**src/rtl/setting_bus_arbiter_pkg.sv**
```systemverilog
// Shared constants and entry type for the setting-bus write merger.
package setting_bus_arbiter_pkg;
    localparam int SETTING_AW = 7;
    localparam int SETTING_DW = 32;

    localparam logic SRC_DB = 1'b0;
    localparam logic SRC_WR = 1'b1;

    typedef struct packed {
        logic [SETTING_AW-1:0] addr;
        logic [SETTING_DW-1:0] data;
    } setting_entry_t;
endpackage

```
**src/rtl/setting_bus_arbiter_if.sv**
```systemverilog
// One setting-bus write stream: strobe plus address and data.
interface setting_bus_arbiter_if
    import setting_bus_arbiter_pkg::*;
#(
    parameter int AW = SETTING_AW,
    parameter int DW = SETTING_DW
) ();
    logic          strobe;
    logic [AW-1:0] addr;
    logic [DW-1:0] data;

    modport master (output strobe, addr, data);
    modport slave  (input  strobe, addr, data);
endinterface

```
**src/rtl/setting_bus_arbiter_fifo.sv**
```systemverilog
// Small synchronous FIFO with a combinational head entry.
module setting_fifo
    import setting_bus_arbiter_pkg::*;
#(
    parameter int DEPTH = 4,
    parameter int W     = SETTING_AW + SETTING_DW
) (
    input  logic         clock,
    input  logic         reset,
    input  logic         push,
    input  logic         pop,
    input  logic [W-1:0] din,
    output logic [W-1:0] head,
    output logic         full,
    output logic         empty
);
    localparam int PW = $clog2(DEPTH);
    localparam logic [PW:0] FULL_CNT = (PW+1)'(DEPTH);

    logic [W-1:0]  mem [DEPTH];
    logic [PW-1:0] rd_ptr;
    logic [PW-1:0] wr_ptr;
    logic [PW:0]   count;

    always_ff @(posedge clock) begin
        if (push) mem[wr_ptr] <= din;
    end

    // Pointers wrap naturally because DEPTH is a power of two.
    always_ff @(posedge clock or posedge reset) begin
        if (reset) begin
            rd_ptr <= '0;
            wr_ptr <= '0;
            count  <= '0;
        end else begin
            if (push) wr_ptr <= wr_ptr + 1'b1;
            if (pop)  rd_ptr <= rd_ptr + 1'b1;
            case ({push, pop})
                2'b10:   count <= count + 1'b1;
                2'b01:   count <= count - 1'b1;
                default: count <= count;
            endcase
        end
    end

    assign head  = mem[rd_ptr];
    assign full  = (count == FULL_CNT);
    assign empty = (count == '0);
endmodule

```
**src/rtl/setting_bus_arbiter.sv**
```systemverilog
// Merges SPI and in-band setting writes into one stream,
// queueing each source and draining round-robin.
module setting_bus_arbiter
    import setting_bus_arbiter_pkg::*;
#(
    parameter int DEPTH = 4,
    parameter int AW    = SETTING_AW,
    parameter int DW    = SETTING_DW
) (
    input  logic                  clock,
    input  logic                  reset,
    input  logic                  clear_status,
    setting_bus_arbiter_if.slave  db,
    setting_bus_arbiter_if.slave  wr,
    setting_bus_arbiter_if.master serial,
    output logic [1:0]            overflow,
    output logic                  busy
);
    localparam int EW = AW + DW;

    logic          full_db, full_wr;
    logic          empty_db, empty_wr;
    logic [EW-1:0] head_db, head_wr;
    logic          grant_db, grant_wr;
    logic          push_db, push_wr;
    logic          drop_db, drop_wr;
    logic          last_grant;

    always_comb begin
        grant_db = !empty_db && (empty_wr || last_grant == SRC_WR);
        grant_wr = !empty_wr && (empty_db || last_grant == SRC_DB);
    end

    // A full FIFO still accepts when it is being drained this edge.
    assign push_db = db.strobe && (!full_db || grant_db);
    assign push_wr = wr.strobe && (!full_wr || grant_wr);
    assign drop_db = db.strobe && full_db && !grant_db;
    assign drop_wr = wr.strobe && full_wr && !grant_wr;

    setting_fifo #(.DEPTH(DEPTH), .W(EW)) u_fifo_db (
        .clock (clock),
        .reset (reset),
        .push  (push_db),
        .pop   (grant_db),
        .din   ({db.addr, db.data}),
        .head  (head_db),
        .full  (full_db),
        .empty (empty_db)
    );

    setting_fifo #(.DEPTH(DEPTH), .W(EW)) u_fifo_wr (
        .clock (clock),
        .reset (reset),
        .push  (push_wr),
        .pop   (grant_wr),
        .din   ({wr.addr, wr.data}),
        .head  (head_wr),
        .full  (full_wr),
        .empty (empty_wr)
    );

    always_ff @(posedge clock or posedge reset) begin
        if (reset) begin
            serial.strobe <= 1'b0;
            serial.addr   <= '0;
            serial.data   <= '0;
            overflow      <= '0;
            last_grant    <= SRC_WR;
        end else begin
            serial.strobe <= grant_db || grant_wr;
            unique case (1'b1)
                grant_db: begin
                    {serial.addr, serial.data} <= head_db;
                    last_grant <= SRC_DB;
                end
                grant_wr: begin
                    {serial.addr, serial.data} <= head_wr;
                    last_grant <= SRC_WR;
                end
                default: ;
            endcase
            // A drop on the clearing edge keeps its flag.
            overflow <= (overflow & ~{2{clear_status}})
                      | {drop_wr, drop_db};
        end
    end

    assign busy = !empty_db || !empty_wr || serial.strobe;
endmodule

```
**src/flat_wrapper.sv**
```systemverilog
// flat-port wrapper written by rule: the top's interface ports become plain ports
module setting_bus_arbiter_flat import setting_bus_arbiter_pkg::*;
#(
    parameter int DEPTH = 4,
    parameter int AW    = SETTING_AW,
    parameter int DW    = SETTING_DW
)
  (clock, reset, clear_status, overflow, busy, db_strobe, db_addr, db_data, wr_strobe, wr_addr, wr_data, serial_strobe, serial_addr, serial_data);
  setting_bus_arbiter_if #(.AW(AW), .DW(DW)) db_i ();
  setting_bus_arbiter_if #(.AW(AW), .DW(DW)) wr_i ();
  setting_bus_arbiter_if #(.AW(AW), .DW(DW)) serial_i ();
  input  logic clock;
  input  logic reset;
  input  logic clear_status;
  output logic [1:0] overflow;
  output logic busy;
  input wire logic [$bits(db_i.strobe)-1:0] db_strobe;
  input wire logic [$bits(db_i.addr)-1:0] db_addr;
  input wire logic [$bits(db_i.data)-1:0] db_data;
  input wire logic [$bits(wr_i.strobe)-1:0] wr_strobe;
  input wire logic [$bits(wr_i.addr)-1:0] wr_addr;
  input wire logic [$bits(wr_i.data)-1:0] wr_data;
  output wire logic [$bits(serial_i.strobe)-1:0] serial_strobe;
  output wire logic [$bits(serial_i.addr)-1:0] serial_addr;
  output wire logic [$bits(serial_i.data)-1:0] serial_data;
  assign db_i.strobe = db_strobe;
  assign db_i.addr = db_addr;
  assign db_i.data = db_data;
  assign wr_i.strobe = wr_strobe;
  assign wr_i.addr = wr_addr;
  assign wr_i.data = wr_data;
  assign serial_strobe = serial_i.strobe;
  assign serial_addr = serial_i.addr;
  assign serial_data = serial_i.data;
  setting_bus_arbiter #(.DEPTH(DEPTH), .AW(AW), .DW(DW)) u_core (.clock(clock), .reset(reset), .clear_status(clear_status), .db(db_i), .wr(wr_i), .serial(serial_i), .overflow(overflow), .busy(busy));
endmodule
```
**config.mk**
```make
export PLATFORM = sky130hd
export DESIGN_NAME = setting_bus_arbiter_flat
export DESIGN_NICKNAME = d
export VERILOG_FILES = /design/src/rtl/setting_bus_arbiter_pkg.sv /design/src/rtl/setting_bus_arbiter_if.sv /design/src/rtl/setting_bus_arbiter_fifo.sv /design/src/rtl/setting_bus_arbiter.sv /design/src/flat_wrapper.sv
export SDC_FILE = /design/constraint.sdc
export NUM_CORES = 1
export LEC_CHECK = 0
export ABC_AREA = 1
export CAP_MARGIN = 10
export CORE_MARGIN = 4
export CORE_UTILIZATION = 52
export DETAILED_ROUTE_END_ITERATION = 8
export PLACE_DENSITY = 0.74
export SLEW_MARGIN = 20
export SYNTH_ARGS = -nofsm -noshare
export SYNTH_HDL_FRONTEND = slang
export SYNTH_SLANG_ARGS = --single-unit
export TNS_END_PERCENT = 100
```
**constraint.sdc**
```tcl
create_clock -name clock -period 3.05 [get_ports clock]
set_input_delay 0.61 -clock clock [delete_from_list [all_inputs] [get_ports clock]]
set_output_delay 0.61 -clock clock [all_outputs]
set_load 0.02 [all_outputs]
```
==> results of run 1 <==
==> worst reg2reg max path: stages (launching register included) <==
cell and delay [ns]:
dfrtp_1 0.42, nor2_2 0.15, nand2_2 0.12, nand3_1 0.16, nand2_2 0.20, ha_1 0.31
fa_1 0.39, a21oi_1 0.12, o21ai_0 0.12, xor2_1 0.17
==> state kept, by name, summed over array words and instances, names as in the netlist <==
signal	flops
u_core.serial.strobe	1
u_core.u_fifo_wr.count	3
u_core.u_fifo_wr.rd_ptr	2
u_core.u_fifo_wr.wr_ptr	2
u_core.serial.data	32
u_core.u_fifo_db.count	3
u_core.overflow	2
u_core.serial.addr	7
u_core.u_fifo_db.rd_ptr	2
u_core.last_grant	1
u_core.u_fifo_wr.mem	156
u_core.u_fifo_db.wr_ptr	2
u_core.u_fifo_db.mem	156
==> power groups by stage <==
| stage | logic (W) | clock network [W] | registers [W] |
|---|---|---|---|
| floorplan | 0.00423 | 0 | 0.00764 |
| detailed placement | 0.00691 | 0 | 0.00739 |
| finish | 0.00687 | 0.00454 | 0.00732 |
| global placement | 0.00673 | 0 | 0.00737 |
| CTS | 0.00696 | 0.00462 | 0.00731 |
| global route | 0.00763 | 0.00483 | 0.00741 |
==> layout by cell type, fill, tap and decap left out, types with 10 or more instances in the layout <==
cell             netlist  final
clkbuf_16              0     39
buf_12                 0     11
dfrtp_1               56     54
clkbuf_1               3     15
nand2_2               14     14
clkdlybuf4s50_1        0    125
inv_1                 25     24
buf_4                  6     12
edfxtp_1             312    312
ha_1                  10     10
nand2_1              551    551
nand3_1              204    204
==> how the worst min path moves through the flow <==
stage,start,endpoint,slack [ns]
after floorplan,u_core.u_fifo_db.wr_ptr[1],u_core.u_fifo_db.wr_ptr[1],0.49
after global placement,u_core.serial.data[16],u_core.serial.data[16],0.47
after detailed placement,u_core.serial.data[13],u_core.serial.data[13],0.47
after CTS,reset,u_core.serial.data[20],0.46
after global routing,reset,u_core.u_fifo_wr.wr_ptr[1],0.49
final,reset,u_core.u_fifo_db.wr_ptr[0],0.46
==> final cells by class <==
cell class / instances / area, um^2 / area share, %
Sequential cell: 369 / 10800 / 60.74
Multi-Input combinational cell: 815 / 3600 / 20.25
Timing Repair Buffer: 148 / 1562 / 8.783
Clock buffer: 57 / 1074 / 6.038
Tap cell: 378 / 473.0 / 2.660
Clock inverter: 15 / 158.9 / 0.8938
Inverter: 30 / 112.6 / 0.6334
==> layer usage <==
metal  routed length (um)  vias up
met1                13760     4707
met3                 1909       61
met4                  823        0
met2                16380      280
met5                    0        -
li1                     -     4586
==> per-stage QoR <==
step	util (%)	setup WS, ns	hold slack (ns)
final	63.47	0.2925	0.4630
after CTS	63.47	0.2632	0.4575
after detailed placement	59.07	0.4357	0.4658
after floorplan	-	0.002498	0.4923
after global placement	59.07	0.4828	0.4656
after global routing	63.47	0.2154	0.4907
==> cells by family after synthesis <==
family | synth area share, %
fa+ha+maj | 1.111
flops | 72.65
simple gates | 22.00
compound gates | 0.3368
xor+xnor | 0.2947
buf+inv | 3.528
mux | 0.07577
==> key figures, run 1 <==
Finish
  • Filler Cell Count: around 2.1k
  • Synth-to-Final Area Change: 19.63%
  • Nets: between 1k and 1.5k
  • Non-Filler Instances: about 1.8k
  • Antenna Cells: 0
  • Final instance area: 17780 um^2
  • Share of layout cells above drive strength 1: 8.020%

Yosys
  • #FFs+latches synth: 369
  • Synth cell count leaders: nand2_1 (551), edfxtp_1 (312), nand3_1 (204)
  • Mean post-synth cell area: around 12 um^2
  • Syn nets: 1377
  • Yosys top cell area share: 63.05%
  • Commonest register cell after synthesis: edfxtp_1
  • Post-synth top area cell: edfxtp_1
  • Synth top area cells: edfxtp_1 (63%), nand2_1 (14%), dfrtp_1 (9.4%), nand3_1 (6.9%), buf_2 (1.7%)
  • Seq/Total Area, Yosys: ~73%
  • Gate Count Post-Synth: roughly 1.3k
  • Synth async-reset ratio: 15.45%
  • Ys Warns: 0
  • Cell Area, Synth: between 10000 and 15000 um^2
  • Synth unique cells: 26
  • Number of synthesized flops with an enable pin: 312
  • Most common cell in the synthesized netlist: nand2_1

Power
  • P_leak: between 6 and 7 nW
  • Flop pwr share: between 30% and 40%
  • Switching Share: a little under two fifths
  • Internal: roughly 0.012 W
  • Psw: just under 0.007 W
  • Pwr dens: between 1000 and 1500 nW/um^2
  • Clk network pwr share: approximately a quarter
  • Comb pwr share: a little under two fifths
  • Total power: around 0.019 W
  • Maximum VDD drop: ~730 uV

Drt
  • Routed via count: about 9.6k
  • Vias per inst: between 5 and 6
  • DR iter-0 viols: 818
  • Wire per inst: between 15 and 20 um
  • DRC Markers: 0
  • Antenna viol nets, final: 0
  • TritonRoute pass-1 iters: 5
  • Routed WL: 32.88 mm

CTS
  • Cts bufs inserted: 39
  • Clk sinks: around 370
  • Root buffer cell: clkbuf_16
  • Worst-skew pair later-pin latency: about 0.53 ns
  • Hold Buf Count CTS: 0
  • Post-CTS sizing: 0
  • CTS tree: built
  • CTS clk-pin slew, worst paths: about 0.060 ns
  • H-tree depth: 2
  • Clk buf depth: 3
  • Postcts setup bufs: 0

Worst setup path
  • Arr. time, crit path: approximately 2.2 ns
  • Critical path's slowest cell: clkdlybuf4s50_1
  • Top cell family by delay on the critical path: buffers and inverters
  • Crit end category: output port
  • Critical Path End: busy
  • Critical Path Max Stage Delay: around 0.55 ns
  • CP Cell Sequence: nor2_2 > nand2_2 > inv_2 > nand2_4 > or2_2 > clkdlybuf4s50_1
  • Startpoint Class: register
  • Buf/Inv on CP: 2
  • Worst r2r src: u_core.u_fifo_wr.count[0]
  • Levels on crit path: 6
  • R2r setup slk: between 0.7 and 0.8 ns
  • Max Fanout on Critical Path: 5
  • CP Data Required Time: 2.44 ns
  • RR Endpoint: u_core.u_fifo_db.count[2]
  • Crit Path Class: register to output port
  • Worst Setup SP: u_core.u_fifo_wr.count[0]
  • R2R cell count: 9

Floorplanning
  • Core area: between 20000 and 30000 um^2
  • Die Footprint: 31350 um^2
  • I/O pins: 126
  • Initial Util: between 50 and 60%
  • Chip Width: roughly 180 um
  • Die Height: 177.1 um
  • Core Rows: 61

STA
  • Final Hold Fails: 0
  • Final setup TNS: 0 ns
  • Unrepaired setup endpoints after global routing: false
  • Count of final setup violators: 0
  • Period minus WS final: 2.757 ns
  • Slew Limit Fails: 0
  • Clock Skew: approximately 0.016 ns
  • Slew HR: a little over two fifths
  • Achievable Freq: about 360 MHz
  • Tcrit/Tclk final: about nine tenths
  • Least-Margin Pin Slew: approximately 0.84 ns

GRT
  • Total congestion overflow: 0
  • Pin count of the biggest net entering global routing: 80
  • Gr busiest metal: met2
  • M3 GR Usage: under 10%
  • Initial antenna violation count: 0
  • Met1 global-route usage: 28.52%
  • Vias in the first global route: between 9k and 10k
  • GRT Util Overall: between 20 and 25%
  • Met2 Use GR: between 30% and 40%
  • First-pass GRT wire length: 50.03 mm

Placed design
  • Final HPWL from detailed placement: roughly 20 mm
  • Dpl cells: between 1.5k and 2k
  • RD Place Congestion: 0.8125
  • Placed cell area: approximately 17000 um^2
  • IO buf count: around 130

Job
  • Max Cap Viol: 0

Worst hold path
  • HP Class: primary input to async pin

Outcome
  • Run status: finished, final reports clean
No activity file was read; power rests on OpenSTA's default activity.
==> inputs of run 2 (changes only) <==
Settings changed: CELL_PAD_IN_SITES_DETAIL_PLACEMENT set to 0, CELL_PAD_IN_SITES_GLOBAL_PLACEMENT set to 1, CORE_UTILIZATION 52 to 42.
==> key figures, run 2 (synthesis results as in run 1) <==
Outcome
  • Run status: finished, final reports clean

CTS
  • Post-CTS sizing: 0
  • Postcts setup bufs: 0
  • Cts bufs inserted: 39
  • Root buffer cell: clkbuf_16
  • Clk buf depth: 3
  • CTS tree: built
  • Worst-skew pair later-pin latency: around 0.52 ns
  • Hold Buf Count CTS: 0
  • CTS clk-pin slew, worst paths: approximately 0.060 ns
  • H-tree depth: 2
  • Clk sinks: 369

STA
  • Setup ws final: 0.3275 ns
  • Tcrit/Tclk final: 89.26%
  • Slew HR: a little over two fifths
  • Final Hold Fails: 0
  • Period minus WS final: between 2 and 3 ns
  • Achievable Freq: 367.3 MHz
  • Final setup TNS: 0 ns
  • Clock Skew: between 0.015 and 0.02 ns
  • Unrepaired setup endpoints after global routing: false
  • Count of final setup violators: 0
  • Slew Limit Fails: 0
  • Least-Margin Pin Slew: 0.8655 ns

Power
  • Pwr dens: about 1000 nW/um^2
  • Total power: between 0.015 and 0.02 W
  • Switching Share: around 37%
  • Clk network pwr share: between 20% and 30%
  • Flop pwr share: about two fifths
  • Psw: between 0.007 and 0.008 W
  • P_leak: roughly 6.9 nW
  • Internal: 0.01172 W
  • Maximum VDD drop: 739.4 uV
  • Comb pwr share: roughly 37%

Drt
  • Antenna viol nets, final: 0
  • DRC Markers: 0
  • DR iter-0 viols: 720
  • Routed via count: between 9k and 10k
  • Wire per inst: about 18 um
  • Routed WL: around 34 mm
  • TritonRoute pass-1 iters: 5
  • Vias per inst: 5.003

Worst setup path
  • Arr. time, crit path: approximately 2.1 ns
  • CP Data Required Time: ~2.4 ns
  • Buf/Inv on CP: 2
  • RR Endpoint: u_core.u_fifo_db.count[2]
  • Critical Path Max Stage Delay: 0.54 ns
  • Critical path's slowest cell: clkdlybuf4s50_1
  • Max Fanout on Critical Path: 5
  • Top cell family by delay on the critical path: buffers and inverters
  • Crit Path Class: register to output port
  • Startpoint Class: register
  • Critical Path End: busy
  • Worst Setup SP: u_core.u_fifo_wr.count[0]
  • Worst r2r src: u_core.u_fifo_wr.count[0]
  • Levels on crit path: 6
  • R2r setup slk: 0.79 ns
  • CP Cell Sequence: nor2_2 > nand2_2 > inv_2 > nand2_4 > or2_2 > clkdlybuf4s50_1
  • R2R cell count: 9
  • Crit end category: output port

GRT
  • Total congestion overflow: 0
  • Vias in the first global route: a little over 9k
  • Initial antenna violation count: 0
  • Pin count of the biggest net entering global routing: 80
  • GRT Util Overall: ~18%
  • First-pass GRT wire length: 52.94 mm

Finish
  • Most common cell after layout, fill and taps aside: nand2_1
  • Register area: about 11000 um^2
  • Multi-input gate area: ~3600 um^2
  • Commonest non-fill, non-tap cells in the layout: nand2_1 (551), edfxtp_1 (312), nand3_1 (204)
  • Non-Filler Instances: around 1.9k
  • Nets: roughly 1.5k
  • Core Util, Final: about half
  • Share of layout cells above drive strength 1: 7.816%
  • Synth-to-Final Area Change: 20.23%
  • Antenna Cells: 0
  • Filler Cell Count: approximately 3.0k
  • Top flop regs: u_core.u_fifo_db.mem x156, u_core.u_fifo_wr.mem x156, u_core.serial.data x32

Placed design
  • Dpl cells: 1818
  • Final HPWL from detailed placement: between 20 and 25 mm
  • RD Place Congestion: 0.8273
  • IO buf count: approximately 130
  • Worst slack at placement: roughly 0.46 ns

Floorplanning
  • Chip Width: approximately 200 um
  • I/O pins: ~130
  • Die Height: 196.1 um
  • Die Footprint: a little under 40000 um^2
  • Initial Util: between 40% and 50%
  • Core area: ~35000 um^2
  • Core Rows: 68

Job
  • Max Cap Viol: 0

Worst hold path
  • HP Class: register to register
==> run 2: changes by cell type in the layout (fill, tap and decap cells not counted) <==
cell	before	now
clkbuf_8	3	0
clkinv_1	2	9
inv_6	3	1
clkbuf_16	39	40
clkbuf_1	15	10
buf_4	12	13
clkinv_8	0	1
clkinv_2	7	6
==> run 2: worst min path at each step <==
stage | start | end | slack (ns) | cells after the start
floorplan | u_core.u_fifo_db.wr_ptr[1] | u_core.u_fifo_db.wr_ptr[1] | 0.49 | 2
finish | u_core.serial.data[19] | u_core.serial.data[19] | 0.48 | 2
CTS | u_core.serial.data[19] | u_core.serial.data[19] | 0.49 | 2
global route | u_core.serial.data[19] | u_core.serial.data[19] | 0.50 | 2
global placement | u_core.serial.data[19] | u_core.serial.data[19] | 0.47 | 2
detailed placement | u_core.serial.data[19] | u_core.serial.data[19] | 0.47 | 2
==> run 2: cell type report <==
| class | count | share of cell area [%] |
|---|---|---|
| inverter | 30 | 0.6303 |
| timing repair buffer | 149 | 8.782 |
| tap | 455 | 3.186 |
| sequential | 369 | 60.44 |
| clock buffer | 50 | 5.812 |
| clock inverter | 20 | 1.001 |
| multi-input combinational | 815 | 20.15 |
==> run 2: power by group through the flow <==
stage / clock network (W) / logic (W) / registers [W]
floorplan: 0 / 0.00423 / 0.00764
global placement: 0 / 0.00692 / 0.00739
detailed placement: 0 / 0.00703 / 0.00741
CTS: 0.00460 / 0.00707 / 0.00732
global route: 0.00481 / 0.00775 / 0.00743
finish: 0.00451 / 0.00690 / 0.00732
==> run 2: routing by layer <==
metal / GRT usage [%] / vias to the layer above / share of wire, %
li1: - / 4579 / -
met1: 23.84 / 4546 / 43
met2: 29.44 / 262 / 49
met3: 3.040 / 59 / 5.4
met4: 5.094 / 0 / 2.8
met5: 0 / - / 0
==> run 2: stage by stage <==
step / hold WS, ns / cell area, um^2
floorplan: 0.4923 / 14860
global route: 0.4964 / 17870
detailed placement: 0.4707 / 16650
CTS: 0.4856 / 17870
global placement: 0.4659 / 16650
finish: 0.4777 / 17870
==> run 2: worst register-to-register path, stage by stage (launching register included) <==
cell and delay [ns]:
dfrtp_1 0.42, nor2_2 0.13, nand2_2 0.12, nand3_1 0.17, nand2_2 0.20, ha_1 0.30
fa_1 0.38, a21oi_1 0.13, o21ai_0 0.12, xor2_1 0.16
